<file path="src/rtl/mem_access_unit.sv">
// Load/store bus adapter: sizes, lane-shifts and extends a single memory access per request.
// Optional MISALIGN_TRAP_EN: misaligned accesses fault without touching the bus instead of being aligned down.
module mem_access_unit (
    input  logic        clk,
    input  logic        arstn,
    input  logic        i_req_valid,
    input  logic        i_req_write,
    input  logic [2:0]  i_func_3,
    input  logic [63:0] i_addr,
    input  logic [63:0] i_wdata,
    output logic        o_busy,
    output logic        o_done,
    output logic [63:0] o_rdata,
    output logic        o_fault,
    output logic        o_mem_valid,
    input  logic        i_mem_ready,
    output logic [63:0] o_mem_addr,
    output logic        o_mem_we,
    output logic [63:0] o_mem_wdata,
    output logic [7:0]  o_mem_be,
    input  logic        i_mem_rvalid,
    input  logic [63:0] i_mem_rdata
);

    localparam logic [1:0] IDLE = 2'd0;
    localparam logic [1:0] REQ  = 2'd1;
    localparam logic [1:0] RESP = 2'd2;
    localparam logic [1:0] DONE = 2'd3;

    logic [1:0]  state;
    logic        we_q;
    logic [2:0]  f3_q;
    logic [2:0]  off_q;

    logic [1:0]  req_size;
    logic [2:0]  raw_off;
    logic [2:0]  align_mask;
    logic [2:0]  req_off;
    logic [7:0]  req_be;
    logic [63:0] req_wdata;
    logic [63:0] shifted;
    logic [63:0] ext_data;

    assign req_size = i_func_3[1:0];
    assign raw_off  = i_addr[2:0];

    // Offset is forced to natural alignment; in the trap build misaligned requests never reach the bus anyway.
    always_comb begin
        align_mask = 3'b000;
        case (req_size)
            2'd0:    align_mask = 3'b111;
            2'd1:    align_mask = 3'b110;
            2'd2:    align_mask = 3'b100;
            default: align_mask = 3'b000;
        endcase
    end

    assign req_off = raw_off & align_mask;

    always_comb begin
        req_be = 8'hFF;
        case (req_size)
            2'd0:    req_be = 8'h01 << req_off;
            2'd1:    req_be = 8'h03 << req_off;
            2'd2:    req_be = 8'h0F << req_off;
            default: req_be = 8'hFF;
        endcase
    end

    assign req_wdata = i_wdata << {req_off, 3'b000};
    assign shifted   = i_mem_rdata >> {off_q, 3'b000};

    always_comb begin
        ext_data = shifted;
        case (f3_q)
            3'b000:  ext_data = {{56{shifted[7]}},  shifted[7:0]};
            3'b001:  ext_data = {{48{shifted[15]}}, shifted[15:0]};
            3'b010:  ext_data = {{32{shifted[31]}}, shifted[31:0]};
            3'b100:  ext_data = {56'd0, shifted[7:0]};
            3'b101:  ext_data = {48'd0, shifted[15:0]};
            3'b110:  ext_data = {32'd0, shifted[31:0]};
            default: ext_data = shifted;
        endcase
    end

`ifdef MISALIGN_TRAP_EN
    logic misalign;
    logic fault_q;

    always_comb begin
        misalign = 1'b0;
        case (req_size)
            2'd0:    misalign = 1'b0;
            2'd1:    misalign = raw_off[0];
            2'd2:    misalign = |raw_off[1:0];
            default: misalign = |raw_off;
        endcase
    end

    always_ff @(posedge clk or negedge arstn) begin
        if (!arstn)
            fault_q <= 1'b0;
        else if (state == IDLE && i_req_valid)
            fault_q <= misalign;
    end

    assign o_fault = (state == DONE) & fault_q;
`else
    assign o_fault = 1'b0;
`endif

    always_ff @(posedge clk or negedge arstn) begin
        if (!arstn) begin
            state       <= IDLE;
            we_q        <= 1'b0;
            f3_q        <= 3'b000;
            off_q       <= 3'b000;
            o_rdata     <= 64'd0;
            o_mem_addr  <= 64'd0;
            o_mem_wdata <= 64'd0;
            o_mem_be    <= 8'd0;
        end else begin
            case (state)
                IDLE: begin
                    if (i_req_valid) begin
                        we_q        <= i_req_write;
                        f3_q        <= i_func_3;
                        off_q       <= req_off;
                        o_mem_addr  <= {i_addr[63:3], 3'b000};
                        o_mem_wdata <= req_wdata;
                        o_mem_be    <= req_be;
`ifdef MISALIGN_TRAP_EN
                        state       <= misalign ? DONE : REQ;
`else
                        state       <= REQ;
`endif
                    end
                end
                REQ: begin
                    if (i_mem_ready)
                        state <= we_q ? DONE : RESP;
                end
                RESP: begin
                    if (i_mem_rvalid) begin
                        o_rdata <= ext_data;
                        state   <= DONE;
                    end
                end
                default: state <= IDLE;
            endcase
        end
    end

    assign o_busy      = (state != IDLE);
    assign o_done      = (state == DONE);
    assign o_mem_valid = (state == REQ);
    assign o_mem_we    = (state == REQ) & we_q;

endmodule

</file>
<file path="config.mk">
export PLATFORM = sky130hd
export DESIGN_NAME = mem_access_unit
export DESIGN_NICKNAME = d
export VERILOG_FILES = /design/src/rtl/mem_access_unit.sv
export SDC_FILE = /design/constraint.sdc
export NUM_CORES = 1
export LEC_CHECK = 0
export CAP_MARGIN = 20
export CORE_MARGIN = 8
export CORE_UTILIZATION = 45
export CTS_CLUSTER_SIZE = 24
export DETAILED_ROUTE_END_ITERATION = 10
export PLACE_DENSITY = 0.8
export SKIP_CTS_REPAIR_TIMING = 1
export SLEW_MARGIN = 20
export SYNTH_ARGS = -nofsm -noshare
export SYNTH_HDL_FRONTEND = slang
export SYNTH_SLANG_ARGS = --single-unit
</file>
<file path="constraint.sdc">
create_clock -name clk -period 2.55 [get_ports clk]
set_clock_uncertainty 0.2 [all_clocks]
set_input_delay 0.51 -clock clk [delete_from_list [all_inputs] [get_ports clk]]
set_output_delay 0.51 -clock clk [all_outputs]
set_load 0.05 [all_outputs]
</file>
# == Yosys cells after proc, flatten, opt, wreduce, memory -nomap -nowiden ==
# Cells that the tools add are included.
# op_classes
add_sub_neg,0
n_mul,0
div_mod_pow,0
n_lt_le_gt_ge,0
n_eq_ne,13
shifts,5
muxes,8
bitwise_logic,2
reduce_logical,7
# op_table
operator,n
one-hot mux 64 bit (6 select lines),1
<< shifter 64 x 6 -> 64 bit,1
right shift 64 x 6 -> 64 bit,1
one-hot mux 8 bit (3 select lines),1
equality test 3 bit (second input constant),3
one-hot mux 3 bit (3 select lines),1
<< shifter 1 x 3 -> 8 bit (first input constant),1
<< shifter 2 x 3 -> 8 bit (first input constant),1
<< shifter 4 x 3 -> 8 bit (first input constant),1
equality test 2 bit (second input constant),3
two-way mux 2 bit,3
one-hot mux 2 bit (3 select lines),1
equality test 2 x 1 -> 1 bit (second input constant),2
zero test 2 bit,2
!= test 2 bit (second input constant),2
AND reduction 2 bit,2
bitwise AND 3 bit,1
equality test 3 x 1 -> 1 bit (second input constant),1
equality test 3 x 2 -> 1 bit (second input constant),1
zero test 3 bit,1
AND reduction 3 bit,1
!= test 2 x 1 -> 1 bit (second input constant),1
nonzero test 2 bit,1
bitwise AND 1 bit,1
two-way mux 1 bit,1
# word_totals
register_bits,206
latch_bits,0
mem_bits_rw,0
romBits,0
in_bits,201
n_memories,0

# == Depth between registers and ports, before layout ==
# logic_depth
word_depth,5
depth_mapped,9

# == Worst setup path before layout ==
# OpenSTA, ideal clock, no wires.
# synth_path
kind,input -> register
start,input i_func_3[0]
end,register o_mem_wdata[35]
setup_time_ps,121
arrival_time_ps,2096
required_time_ps,2229
path_slack_ps,133
cell_stages,9
n_path_buf,2
cell_sequence,inv_1 ha_1 o21a_1 nand2_2 buf_2 buf_2 mux4_2 a22oi_1 nand2_1
# synth_between
elab_chain_cells,4
word_cells_on_any_way,6
# synth_lines
item,line_no,text
from (decl),8,"input logic [2:0] i_func_3,"
"equality test 2 bit, or another cell as far along",50,case (req_size)
one-hot mux 3 bit (3 select lines) (*),50,
bitwise AND 3 bit (*),58,assign req_off = raw_off & align_mask;
<< shifter 64 x 6 -> 64 bit (*),70,"assign req_wdata = i_wdata << {req_off, 3'b000};"
to (signal assigned),130,o_mem_wdata <= req_wdata;
to (decl),19,"output logic [63:0] o_mem_wdata,"
# Every way passes the cells marked *; elsewhere a longest branch is shown, timed or not.
# A chain may end at the register's enable or synchronous reset.

# == Worst setup path in the final report ==
# layout_path
start,register o_mem_wdata[45]
end,output o_mem_wdata[45]
# No word-level cell between the ends.

==> flow_metrics.env <==
export IMPL_crit_arrival_ns=1.82
export IMPL_synthArstFlopShare=1.00
export IMPL_syn_area_um2=11600
export IMPL_dieArea_um2=31200
export IMPL_cp_start_kind="flip-flop"
export IMPL_finalSetupTns_ns=0
export IMPL_coreArea_um2=25300
export IMPL_critPathMaxFanout=2
export IMPL_nets=1846
export IMPL_hold_class="reg -> reg"
export IMPL_finalSetupViolations=0
export IMPL_dpl_hpwl_um=37700
export IMPL_fp_dieW_um=177
export IMPL_multi_input_comb_area_um2=5960
export IMPL_worstPathCellList="clkdlybuf4s50_1"
export IMPL_cap_viol_max_count=0
export IMPL_synth_top_area_frac=0.444
export IMPL_crit_family="buffers and inverters"
export IMPL_start_util=0.459
export IMPL_ys_ff_latch=206
export IMPL_postPlaceCellArea_um2=16500
export IMPL_drt_first_pass_iters=5
export IMPL_yosys_top_cells_area="dfrtp_1 (44%), nand2_1 (10%), mux4_2 (8.2%), mux2i_1 (7.9%), nor2_1 (3.3%)"
export IMPL_syn_avg_cell_area_um2=9.70
export IMPL_cts_root_buf="clkbuf_16"
export IMPL_worstMarginPinSlew_ns=0.732
export IMPL_grt_max_degree=71
export IMPL_finalInstanceArea_um2=17400
export IMPL_syn2layout_area_growth_pct=50.3
export IMPL_grt_ovfl_total=0
export IMPL_wirelength_um=49000
export IMPL_grt_pass1_vias=11900
export IMPL_synthTopCellsByCount="nand2_1 (320), dfrtp_1 (206), nor2_1 (101)"
export IMPL_vdd_drop_max_mv=1.00
export IMPL_io_pins=406
export IMPL_gp_congestion=1.00
export IMPL_clock_sinks=206
export IMPL_viasPerCell=5.80
export IMPL_synth_cell_type_count=56
export IMPL_crit_path_max_incr_delay_ns=0.85
export IMPL_yosys_warnings=0
export IMPL_synthFlopType="dfrtp_1"
export IMPL_worstSkewPairLatency_ns=0.52
export IMPL_fill_cells=1972
export IMPL_r2r_slack_ns=0.17
export IMPL_max_freq_mhz=395
export IMPL_endpoint_kind="output port"
export IMPL_yosysMostFrequentCell="nand2_1"
export IMPL_die_y_um=177
export IMPL_vias=11500
export IMPL_numCtsBuffers=25
export IMPL_crit_path_top_delay_cell="clkdlybuf4s50_1"
export IMPL_rows=58
export IMPL_hold_viol=0
export IMPL_final_max_slew_viol_count=0
export IMPL_seq_area_frac_synth=0.444
export IMPL_p_leak_uw=0.00765
export IMPL_antenna_found_initial=9
export IMPL_worst_setup_path_type="reg -> out"
export IMPL_yosysTopAreaCell="dfrtp_1"
export IMPL_status="complete, no violations"
export IMPL_port_buffers=401
export IMPL_postSynthCellCount=1196
export IMPL_post_route_drc_count=0
export IMPL_track_usage=0.303
export IMPL_fin_crit_sh=0.992
export IMPL_seq_area_um2=5160
export IMPL_drive_gt1_frac=0.162
export IMPL_clockBufferDepth=3
export IMPL_grt_first_pass_wirelength_um=73100
export IMPL_critPathRequiredTime_ns=1.84
export IMPL_synth_edff_count=0
export IMPL_cts_tree="done"
export IMPL_rsz0062_at_grt="no"
export IMPL_fin_crit_ns=2.53
export IMPL_htree_num_levels=1
export IMPL_power_density_nw_per_um2=1460
export IMPL_slew_headroom=0.510
export IMPL_cp_buffers_inverters=1
export IMPL_drt_initial_drc_count=1225
export IMPL_ant_nets=0
export IMPL_wl_per_cell_um=24.6
export IMPL_path_clk_slew_ns=0.06
tightest hold or removal path: cells and delay by family (launching register included):
kind	cells	cell delay [ns]
flip-flops	1	0.34
AND/OR/NAND/NOR	2	0.10
through the flow:
stage | setup WS [ns] | utilization | hold slack, ns | total power, µW | std cells
2_1_floorplan | 0.133 | - | 0.0144 | 16000 | 1199
3_3_place_gp | -0.367 | 0.655 | 0.257 | 21600 | 1939
3_5_place_dp | -0.446 | 0.655 | 0.261 | 21900 | 1939
4_1_cts | -0.105 | 0.688 | -0.254 | 25600 | 1985
5_1_grt | 0.00756 | 0.690 | 0.290 | 26600 | 1990
6_report | 0.0206 | 0.690 | 0.272 | 25500 | 1990
path summary, 6_finish.rpt:
| check | from | end | cells after the start |
|---|---|---|---|
| setup / recovery | o_mem_wdata[45] | o_mem_wdata[45] | 1 |
| max in group asynchronous | arstn | o_mem_wdata[31] | 3 |
| min in group asynchronous | arstn | o_mem_be[0] | 2 |
| hold / removal | o_mem_addr[29] | o_mem_addr[29] | 2 |
| hold reg to reg | o_mem_addr[29] | o_mem_addr[29] | 2 |
| setup reg to reg | off_q[1] | o_rdata[30] | 7 |
per-layer routing:
layer  GRT usage  wire length [µm]  up-vias
li1            -                 -     5097
met1       0.379             18800     5607
met2       0.492             23000      725
met3      0.0929              5530      111
met4       0.100              1580        6
met5           0                40        -
state kept, by name, summed over array words and instances, names as in the netlist:
signal and count:
state 2, off_q 3, o_mem_addr 61, we_q 1
o_rdata 64, o_mem_wdata 64, f3_q 3, o_mem_be 8
cells by family (layout without fill, tap and decap cells):
family,Yosys count,count (layout),synth area share
fa+ha+maj,8,8,0.00863
flops,206,206,0.444
simple gates,459,459,0.160
compound gates,265,265,0.164
buf+inv,108,565,0.0464
mux,149,149,0.176
other cells,1,8,0.000323
report_power, final:
part	internal, µW	switching [µW]
clock network	2170	1470
registers	4890	1160
logic	5420	10400
layout make-up:
cell class / instances / share of cell area
Clock buffer: 38 / 0.0438
Clock inverter: 8 / 0.00431
Multi-Input combinational cell: 885 / 0.342
Inverter: 14 / 0.00301
Timing Repair Buffer: 505 / 0.287
Sequential cell: 206 / 0.296
Antenna cell: 4 / 0.000574
Tap cell: 330 / 0.0237
layout by cell type, fill, tap and decap left out, drive strengths merged, types with 16 or more instances in the layout:
cell           count
o21ai             49
mux4              42
nand2            321
clkdlybuf4s50    384
dfrtp            206
a31oi             21
a22o              16
a21oi             92
buf              112
nor2             104
mux2i             92
clkbuf            39
No activity file was read; power rests on OpenSTA's default activity.
